$ cat config.mk
export PLATFORM = sky130hd
export DESIGN_NAME = traffic_light_monitor
export DESIGN_NICKNAME = d
export VERILOG_FILES = /design/src/rtl/traffic_light_monitor.sv
export SDC_FILE = /design/constraint.sdc
export NUM_CORES = 1
export LEC_CHECK = 0
export ABC_AREA = 1
export BUFFER_PORTS_ARGS = -buffer_cell sky130_fd_sc_hd__clkbuf_2
export CORE_UTILIZATION = 62
export CTS_BUF_LIST = sky130_fd_sc_hd__clkbuf_4 sky130_fd_sc_hd__clkbuf_8
export DETAILED_ROUTE_END_ITERATION = 16
export GPL_TIMING_DRIVEN = 0
export PLACE_DENSITY = 0.83
export RECOVER_POWER = 50
export SYNTH_ARGS = -nofsm -noshare
export SYNTH_HDL_FRONTEND = slang
export SYNTH_SLANG_ARGS = --single-unit
$ cat constraint.sdc
create_clock -name clk -period 2.46 [get_ports clk]
set_clock_uncertainty 0.1 [all_clocks]
set_input_delay 0.492 -clock clk [delete_from_list [all_inputs] [get_ports clk]]
set_output_delay 0.492 -clock clk [all_outputs]
set_load 0.02 [all_outputs]
$ cat src/rtl/traffic_light_monitor.sv
// rtl/traffic_light_monitor.sv - passive phase/timing checker for a two-direction traffic light
module traffic_light_monitor #(
    parameter int GREEN_CYCLES   = 30,
    parameter int YELLOW_CYCLES  = 5,
    parameter int RED_RED_CYCLES = 2,
    parameter int CNT_W          = 16
) (
    input  logic        clk,
    input  logic        rst_n,
    input  logic        red1,
    input  logic        yellow1,
    input  logic        green1,
    input  logic        red2,
    input  logic        yellow2,
    input  logic        green2,
    input  logic        clr_err,
    output logic        locked,
    output logic [2:0]  phase,
    output logic        phase_start,
    output logic        err_conflict,
    output logic        err_illegal,
    output logic        err_seq,
    output logic        err_time,
    output logic [15:0] rotations
);

    typedef enum logic [2:0] {C_RG, C_RY, C_RR, C_GR, C_YR, C_ILL, C_CON} cls_t;
    typedef enum logic {S_SYNC, S_TRACK} state_t;

    localparam logic [2:0]       P_UNK   = 3'd7;
    localparam logic [CNT_W-1:0] CNT_ONE = CNT_W'(1);
    localparam logic [CNT_W-1:0] CNT_MAX = '1;

    state_t           state, state_n;
    cls_t             cls;
    logic             locked_n, phase_start_n, partial, partial_n;
    logic [2:0]       phase_n, nxt;
    logic [CNT_W-1:0] cnt, cnt_n, cnt_inc;
    logic [15:0]      rotations_n;
    logic             set_conflict, set_illegal, set_seq, set_time;
    logic             ok1, ok2;

    function automatic cls_t phase_cls(input logic [2:0] p);
        case (p)
            3'd0:    phase_cls = C_RG;
            3'd1:    phase_cls = C_RY;
            3'd2:    phase_cls = C_RR;
            3'd3:    phase_cls = C_GR;
            3'd4:    phase_cls = C_YR;
            3'd5:    phase_cls = C_RR;
            default: phase_cls = C_ILL;
        endcase
    endfunction

    function automatic logic [CNT_W-1:0] req(input logic [2:0] p);
        case (p)
            3'd0, 3'd3: req = CNT_W'(GREEN_CYCLES);
            3'd1, 3'd4: req = CNT_W'(YELLOW_CYCLES);
            default:    req = CNT_W'(RED_RED_CYCLES);
        endcase
    endfunction

    // RR is ambiguous on its own; the previous phase tells which half of the cycle we are in
    function automatic logic [2:0] cls_phase(input cls_t c, input logic [2:0] old);
        case (c)
            C_RG:    cls_phase = 3'd0;
            C_RY:    cls_phase = 3'd1;
            C_RR:    cls_phase = (old == 3'd0 || old == 3'd1) ? 3'd2 : 3'd5;
            C_GR:    cls_phase = 3'd3;
            C_YR:    cls_phase = 3'd4;
            default: cls_phase = P_UNK;
        endcase
    endfunction

    always_comb begin
        ok1 = (red1 ^ yellow1 ^ green1) & ~(red1 & yellow1 & green1);
        ok2 = (red2 ^ yellow2 ^ green2) & ~(red2 & yellow2 & green2);
        cls = C_YR;
        if (!ok1 || !ok2)          cls = C_ILL;
        else if (!red1 && !red2)   cls = C_CON;
        else if (red1 && red2)     cls = C_RR;
        else if (red1 && green2)   cls = C_RG;
        else if (red1)             cls = C_RY;
        else if (green1)           cls = C_GR;
    end

    assign nxt     = (phase == 3'd5) ? 3'd0 : phase + 3'd1;
    assign cnt_inc = (cnt == CNT_MAX) ? cnt : cnt + CNT_ONE;

    always_comb begin
        state_n       = state;
        locked_n      = locked;
        phase_n       = phase;
        phase_start_n = 1'b0;
        cnt_n         = cnt;
        partial_n     = partial;
        rotations_n   = rotations;
        set_conflict  = 1'b0;
        set_illegal   = 1'b0;
        set_seq       = 1'b0;
        set_time      = 1'b0;
        if (cls == C_ILL || cls == C_CON) begin
            set_illegal  = (cls == C_ILL);
            set_conflict = (cls == C_CON);
            state_n      = S_SYNC;
            locked_n     = 1'b0;
            phase_n      = P_UNK;
            cnt_n        = '0;
            partial_n    = 1'b0;
        end else if (state == S_SYNC) begin
            if (cls != C_RR) begin
                state_n   = S_TRACK;
                locked_n  = 1'b1;
                phase_n   = cls_phase(cls, phase);
                cnt_n     = CNT_ONE;
                partial_n = 1'b1;
            end
        end else if (cls == phase_cls(phase)) begin
            cnt_n = cnt_inc;
            // fires exactly once, on the edge the phase becomes one cycle too long
            if (!partial && cnt_inc == req(phase) + CNT_ONE)
                set_time = 1'b1;
        end else if (cls == phase_cls(nxt)) begin
            phase_n       = nxt;
            phase_start_n = 1'b1;
            cnt_n         = CNT_ONE;
            partial_n     = 1'b0;
            if (!partial && cnt < req(phase))
                set_time = 1'b1;
            if (phase == 3'd5)
                rotations_n = rotations + 16'd1;
        end else begin
            set_seq   = 1'b1;
            phase_n   = cls_phase(cls, phase);
            cnt_n     = CNT_ONE;
            partial_n = 1'b1;
        end
    end

    always_ff @(posedge clk or negedge rst_n) begin
        if (!rst_n) begin
            state        <= S_SYNC;
            locked       <= 1'b0;
            phase        <= P_UNK;
            phase_start  <= 1'b0;
            cnt          <= '0;
            partial      <= 1'b0;
            rotations    <= '0;
            err_conflict <= 1'b0;
            err_illegal  <= 1'b0;
            err_seq      <= 1'b0;
            err_time     <= 1'b0;
        end else begin
            state        <= state_n;
            locked       <= locked_n;
            phase        <= phase_n;
            phase_start  <= phase_start_n;
            cnt          <= cnt_n;
            partial      <= partial_n;
            rotations    <= rotations_n;
            err_conflict <= (err_conflict & ~clr_err) | set_conflict;
            err_illegal  <= (err_illegal & ~clr_err) | set_illegal;
            err_seq      <= (err_seq & ~clr_err) | set_seq;
            err_time     <= (err_time & ~clr_err) | set_time;
        end
    end

endmodule

==> parameters.txt, run 1 <==
Parameter                              Value

Status
  Status ... completed

Power and ir drop
  Leak ... about 0.002 uW
  Worst IR drop on VDD ... 313 uV
  Cell area power density ... between 300 and 400 nW/um^2

Floorplan
  Cell row count ... 26
  Area enclosed by the die boundary ... around 5800 um^2
  Placeable Area ... ~5200 um^2
  Floorplan die height ... around 76 um
  Die X-Extent ... roughly 76 um
  Initial core utilization ... between 60% and 70%
  I/O pin count ... 34

Clock network
  Clock-pin slew on the worst setup and hold paths ... ~0.090 ns
  Number of buffers inserted by hold repair at cts ... 0
  Master cell of the clock root buffer ... clkbuf_8
  Clock latency on the worst-skew pair ... 0.30 ns
  TritonCTS clock tree ... yes
  Max Buffers Root-to-Sink ... 2
  Sinks on the clock net ... between 40 and 50
  CTS H-tree lvls ... 2
  Total CTS buffers ... 5

Setup path
  Cell occurring most often along the worst timing path ... inv_2
  Largest stage delay on the critical path ... a little under 0.6 ns
  Crit. End Element ... register
  Cell type of the slowest stage on the worst timing path ... dfstp_2
  FF-to-FF path depth ... 15
  Worst-path fanout max ... 5
  Launch point of the worst reg-to-reg path ... phase[0]
  Worst flop-to-flop path endpoint ... rotations[7]
  Setup slack of the worst register-to-register path ... roughly 0.055 ns
  CP Data Arrival Time ... around 2.5 ns
  Required time worst endpoint ... between 2 and 3 ns
  Cell-by-cell trace of the critical path ... nand2_2 > inv_2 > ha_4 > inv_4 > nand2_4 > inv_2 > nor2_2 > nor2_2 > xor2_1 > nand3_2 > inv_2 > nand3_4 > clkbuf_16 > nand2_2 > o21ai_2
  Critical Path Source Type ... register
  Path type of the worst setup path ... reg2reg

STA
  Final setup violation count ... 0
  Final Critical Period ... between 2 and 2.5 ns
  Maximum operating frequency ... ~0.42 GHz
  Max-slew violations ... 0
  Max-Slew Margin vs Limit ... ~29%
  Post-route clock period utilization ... 97.8%
  Worst slew pin tran ... 1.07 ns
  Final hold violation count ... 0
  Setup repair after global routing missed its margin ... true

Final layout
  Leading cell types in the layout, fill and taps excluded ... 133 x nand2_1, 64 x inv_1, 46 x nor2_1
  Design area ... a little under 4000 um^2
  Net total in the final layout ... 557
  Commonest non-fill, non-tap cell in the layout ... nand2_1
  Share of layout cells above drive strength 1 ... between 20% and 30%
  Utilization of the core after routing ... between 70% and 80%
  Area growth from synthesis to layout ... 15.8%
  Count of antenna diodes in the layout ... 0
  Fillers ... 404

Synthesis
  Synthesized area per cell ... 6.91 um^2
  Total nets after synthesis ... 509
  Number of cells produced by synthesis ... ~490
  Synthesis-stage register bit count ... between 40 and 50
  Post-synth cell types ... 36
  Yosys warnings ... 0
  Post-synthesis cell area ... between 3000 and 4000 um^2
  Sequential cell area fraction in the yosys report ... 31.8%

Global routing
  Global-route congestion overflow total ... 0
  Pin count of the biggest net entering global routing ... 44
  GRT Util Overall ... 28.0%
  Number of antenna violations at the first check in global routing ... 0
  Global-route wire length before repair ... around 13000 um
  Vias in the first global route ... roughly 3100

Placed design
  Post-place instance area ... ~3600 um^2
  GP Congestion ... approximately 0.92
  Count of buffers from port buffering ... 33
  Detailed Place HPWL ... between 5000 and 6000 um

Drt
  Total routed wirelength ... 8050 um
  Number of iterations in the first detailed-routing pass ... 5
  Number of design-rule violations left by the first detailed-router iteration ... roughly 260
  Via-to-Cell Ratio ... approximately 5.5
  WL per Instance ... ~13 um
  Remaining design rule violation count ... 0
  Antenna viol nets, final ... 0
  Via count ... roughly 3400

Job
  Max-Cap Viols ... 0

Hold path
  Worst hold path class ... in2async
cells by family (layout without fill, tap and decap cells):
group	after synthesis	in the layout	share of synthesized area, %
buffers and inverters	80	129	9.73
flip-flops	43	43	31.8
XOR/XNOR	21	21	5.42
AO/OA/AOI/OAI	48	48	8.96
AND/OR/NAND/NOR	290	290	40.8
adder cells (fa/ha/maj)	9	9	3.32
registers in the layout, indices dropped and copies added, names as in the netlist:
register and count:
rotations 16, err_illegal 1, phase_start 1, err_seq 1, state 1, err_time 1, partial 1, err_conflict 1
cnt 16, locked 1, phase 3
worst max-delay path by stage:
stage | startpoint | slack, ns | endpoint
3_5_place_dp | red2 | -0.20 | rotations[4]
5_1_grt | phase[0] | -0.05 | rotations[9]
3_3_place_gp | red1 | -0.17 | rotations[4]
4_1_cts | phase[2] | 0.01 | rotations[15]
6_report | phase[0] | 0.05 | rotations[7]
2_1_floorplan | phase[2] | 0.14 | rotations[15]
what timing repair did:
action	in CTS	in global routing
pin swaps	0	8
setup buffers	0	7
resized for setup	2	28
hold endpoints to repair	0	0
cloned	0	1
setup endpoints to repair	1	23
final cells by class:
cell class | instances | area, um^2 | area share [%]
plain buffers | 4 | 50.0 | 1.27
clock buffers | 5 | 68.8 | 1.75
multi-input cells | 368 | 2070 | 52.6
inverters | 76 | 290 | 7.38
flip-flops and latches | 43 | 1080 | 27.5
clock inverters | 3 | 43.8 | 1.11
well taps | 70 | 87.6 | 2.23
repair buffers | 41 | 243 | 6.17
metrics by stage:
step / power, uW / setup TNS, ns / hold WS, ns / worst slack, ns / instances
5_1_grt: 1620 / -0.367 / 0.365 / -0.0501 / 610
3_3_place_gp: 984 / -2.24 / 0.363 / -0.166 / 594
2_1_floorplan: 930 / 0 / 0.0964 / 0.141 / 491
4_1_cts: 1550 / 0 / 0.313 / 0.0108 / 602
3_5_place_dp: 991 / -3.88 / 0.377 / -0.201 / 594
6_report: 1560 / 0 / 0.275 / 0.0547 / 610
cells in the mapped netlist:
| cell | number | area, um^2 |
|---|---|---|
| a21oi_1 | 8 | 40.0 |
| a32oi_1 | 1 | 8.76 |
| and2_1 | 1 | 6.26 |
| and2_4 | 1 | 8.76 |
| buf_6 | 1 | 11.3 |
| buf_8 | 2 | 30.0 |
| clkbuf_1 | 1 | 3.75 |
| dfrtp_1 | 40 | 1000 |
| dfstp_2 | 3 | 78.8 |
| ha_1 | 9 | 113 |
| inv_1 | 68 | 255 |
| inv_2 | 8 | 30.0 |
| nand2_1 | 137 | 514 |
| nand2_2 | 16 | 100 |
| nand2_4 | 1 | 11.3 |
| nand3_1 | 42 | 210 |
| nand3_2 | 4 | 40.0 |
| nand3_4 | 3 | 52.6 |
| nand3b_1 | 2 | 15.0 |
| nand4_1 | 7 | 43.8 |
| nor2_1 | 54 | 203 |
| nor2_2 | 7 | 43.8 |
| nor2_4 | 4 | 45.0 |
| nor2_8 | 2 | 40.0 |
| nor3_1 | 5 | 25.0 |
| nor4_1 | 3 | 18.8 |
| o21ai_0 | 16 | 80.1 |
| o21ai_1 | 3 | 15.0 |
| o21ai_2 | 10 | 87.6 |
| o221ai_1 | 1 | 8.76 |
| o22ai_1 | 7 | 43.8 |
| o31ai_1 | 1 | 7.51 |
| o31ai_2 | 1 | 12.5 |
| or2_2 | 1 | 6.26 |
| xnor2_1 | 14 | 123 |
| xor2_1 | 7 | 61.3 |
worst max-delay path: cells and delay by family, from the launching register on:
kind                       cells  cell delay, ns
AOI/OAI and AO/OA              1            0.05
and+or+nand+nor                7            0.64
DFF                            1            0.59
buffers and inverters          5            0.52
xor gates and xnor gates       1            0.17
adders and majority gates      1            0.20
per-layer routing:
layer	up-vias	share of wire (%)	GRT usage (%)	wire, um
li1	1665	-	-	-
met5	-	0	0	0
met2	126	48	47.9	3880
met4	0	1.4	8.85	114
met1	1573	45	36.6	3620
met3	12	5.4	4.07	435
where the power goes:
group	internal, uW	switching (uW)
clock network	303	264
registers	718	11.8
logic	93.2	171
Power figures use the tool's default switching activity.
==> run 2, diff against run 1 <==
Settings changed: ABC_AREA 1 to not set, CTS_CLUSTER_SIZE set to 10.
==> run 2 against run 1 <==
Setup slack lost 0.88 ns. Critical path depth down 5. Critical endpoint is now err_time. The run now ends with negative setup slack left. Synthesized cell count down 21%. Routed wire length up 89%. Final area grew 21%.
==> parameters.txt, run 2 <==
Parameter                              Value

Clock network
  Max Buffers Root-to-Sink ... 2 (unchanged)
  CTS H-tree lvls ... 2 (unchanged)
  TritonCTS clock tree ... yes
  Sinks on the clock net ... 43 (unchanged)
  Clock-pin slew on the worst setup and hold paths ... 0.10 ns (about the same)
  Clock latency on the worst-skew pair ... 0.31 ns (about the same)
  Total CTS buffers ... 5 (unchanged)
  Master cell of the clock root buffer ... clkbuf_8

Hold path
  Worst hold path class ... in2async

Synthesis
  Number of synthesized flops with an enable pin ... 0 (unchanged)
  Share of the synthesized area in the top cell type ... 29.8% (+0.31 points)
  Sequential cell area fraction in the yosys report ... 32.1% (+0.33 points)
  Total nets after synthesis ... 404 (-21%)
  Number of cells produced by synthesis ... 386 (-21%)
  Synthesized area per cell ... 8.70 um^2 (+26%)
  Yosys warnings ... 0 (unchanged)
  Most used standard cells in the synthesized netlist ... 40 x dfrtp_1, 31 x nor2_1, 28 x a21oi_1
  Area leader, netlist ... dfrtp_1
  Most common cell in the synthesized netlist ... dfrtp_1
  Synthesis-stage register bit count ... 43 (unchanged)
  Async S/R FF share, synth ... 100% (unchanged)
  Post-synthesis cell area ... 3360 um^2 (-1.0%)
  Biggest area contributors in the synthesized netlist ... dfrtp_1 30%, a21oi_1 4.2%, xor2_1 4.2%
  Post-synth cell types ... 67 (+86%)
  Top_reg_cell synth ... dfrtp_1

Global routing
  Global-route congestion overflow total ... 0 (unchanged)
  Pin count of the biggest net entering global routing ... 44 (unchanged)
  Number of antenna violations at the first check in global routing ... 0 (unchanged)
  Vias in the first global route ... 3567 (+17%)
  Global-route wire length before repair ... 18300 um (+39%)
  GRT Util Overall ... 44.1% (+16 points)

Power and ir drop
  Leak ... 0.00222 uW (+14%)
  Worst IR drop on VDD ... 260 uV (-17%)
  Cell area power density ... 332 nW/um^2 (-16%)
  Sum of internal, switching and leakage power ... 1580 uW (+1.1%)

Floorplan
  Area enclosed by the die boundary ... 5720 um^2 (-1.0%)
  I/O pin count ... 34 (unchanged)
  Die X-Extent ... 75.6 um (-0.51%)
  Initial core utilization ... 64.9% (-0.27 points)
  Floorplan die height ... 75.6 um (-0.51%)
  Cell row count ... 26 (unchanged)
  Placeable Area ... 5170 um^2 (-0.62%)

Final layout
  Largest registers ... cnt: 16 flops, rotations: 16 flops, phase: 3 flops
  Leading cell types in the layout, fill and taps excluded ... 40 x dfrtp_1, 33 x clkbuf_2, 27 x buf_4
  Area of the multi-input gates ... 2610 um^2 (+26%)
  Area growth from synthesis to layout ... 41.5%
  Share of layout cells above drive strength 1 ... 39.8% (+15 points)
  Commonest non-fill, non-tap cell in the layout ... dfrtp_1
  Fillers ... 173 (-57%)
  Net total in the final layout ... 492 (-12%)
  Count of antenna diodes in the layout ... 0 (unchanged)
  Sequential cell area ... 1080 um^2 (unchanged)

Placed design
  Detailed Place HPWL ... 6090 um (+5.5%)
  GP Congestion ... 0.944 (+2.3%)
  Count of buffers from port buffering ... 33 (unchanged)

Setup path
  CP Data Arrival Time ... 3.38 ns (+0.88 ns)
  Setup slack of the worst register-to-register path ... -0.83 ns (-0.88 ns)
  FF-to-FF path depth ... 10 (-5)
  Crit. End Element ... register
  Launch point of the worst reg-to-reg path ... phase[0]
  Worst-path fanout max ... 10 (+5)
  Critical Path Source Type ... register
  Worst flop-to-flop path endpoint ... err_time
  Required time worst endpoint ... 2.56 ns (about the same)
  Path type of the worst setup path ... reg2reg

STA
  Final Critical Period ... 3.29 ns (+0.881 ns)
  Hold Worst Slack ... 0.275 ns (-0.000163 ns)
  Worst slew pin tran ... 1.11 ns (+0.0406 ns)
  Final setup violation count ... 39 (+39)
  Max-slew violations ... 0 (unchanged)
  Final hold violation count ... 0 (unchanged)
  Setup repair after global routing missed its margin ... true
  Maximum operating frequency ... 0.304 GHz (-27%)
  Max-Slew Margin vs Limit ... 25.8% (-2.7 points)
  Worst Slack Setup Final ... -0.826 ns (-0.881 ns)
  Setup Total Neg Slack ... -10.90 ns (-10.90 ns)
  Post-route clock period utilization ... 134% (+36 points)

Drt
  WL per Instance ... 28.0 um (+110%)
  Remaining design rule violation count ... 0 (unchanged)
  Antenna viol nets, final ... 0 (unchanged)
  Number of iterations in the first detailed-routing pass ... 8 (+3)
  Via count ... 4253 (+26%)
  Number of design-rule violations left by the first detailed-router iteration ... 772 (+200%)
  Total routed wirelength ... 15300 um (+89%)
  Via-to-Cell Ratio ... 7.80 (+41%)

Status
  Status ... finished, violations left
  Violated checks ... negative setup slack

Job
  Max-Cap Viols ... 0 (unchanged)
-- run 2: cell types whose count changed in the layout (fill, tap and decap cells not counted), moves of 12 or more --
cell / previous run / this run
nand2_2: 14 / 0
nand2_1: 133 / 20
nor2_1: 46 / 24
nor3_4: 0 / 17
buf_6: 1 / 22
nor2_2: 14 / 2
inv_1: 64 / 11
nand3_1: 41 / 21
buf_4: 7 / 27
-- run 2: worst max path at each step --
stage,depth (start not counted),endpoint,from,slack [ns]
finish,10,err_time,phase[0],-0.83
global route,10,err_time,phase[0],-0.85
CTS,13,rotations[2],phase[1],-0.29
detailed placement,11,rotations[2],red2,-0.86
global placement,11,rotations[2],red1,-0.79
floorplan,13,rotations[2],phase[1],-0.35
-- run 2: cells by family after synthesis --
group,count (synthesis),synth area share [%]
DFF,43,32.1
AOI/OAI and AO/OA,98,20.3
adders and majority gates,9,3.35
xor gates and xnor gates,26,6.78
muxes,7,2.12
and+or+nand+nor,164,29.7
buffers and inverters,39,5.62
-- run 2: cell type report --
class / instances / share of cell area, %
Buffer: 24 / 3.50
Clock buffer: 6 / 1.61
Inverter: 14 / 1.21
Sequential cell: 43 / 22.7
Timing Repair Buffer: 82 / 14.1
Tap cell: 70 / 1.84
Multi-Input combinational cell: 304 / 54.8
Clock inverter: 2 / 0.263
-- run 2: metal layers --
layer | routed length, um | GRT usage [%] | up-vias
met1 | 4890 | 52.1 | 1932
met3 | 2250 | 13.8 | 203
met2 | 6530 | 68.8 | 515
li1 | - | - | 1603
met5 | 0 | 0 | -
met4 | 1590 | 29.8 | 0
-- run 2: power by group --
group | internal (uW) | switching [uW]
Combinational | 144 | 213
Clock | 210 | 278
Sequential | 715 | 16.9
-- run 2: through the flow --
stage | utilization, % | setup WS, ns | instance area, um^2 | cells
after global routing | 91.9 | -0.851 | 4750 | 545
after detailed placement | 72.8 | -0.862 | 3760 | 489
final | 91.9 | -0.826 | 4750 | 545
after CTS | 85.9 | -0.287 | 4440 | 532
after floorplan | - | -0.349 | 3510 | 386
after global placement | 72.8 | -0.790 | 3760 | 489
-- run 2: timing repair --
item / 4_1_cts / 5_1_grt
gates resized for setup: 71 / 61
cloned: 4 / 0
endpoints found under the hold margin: 0 / 0
hold buffers: 0 / 0
pin swaps: 36 / 21
setup buffers: 31 / 16
endpoints found under the setup margin: 39 / 39
-- run 2: worst max-delay path: stages (launching register included) --
cell and delay [ns]:
dfstp_2 0.64, clkbuf_4 0.26, nor2_2 0.11, a21oi_1 0.39, nor2_1 0.12, ha_1 0.30
a21o_1 0.10, a21oi_1 0.08, o311ai_0 0.70, o32a_1 0.31, o21ai_1 0.08
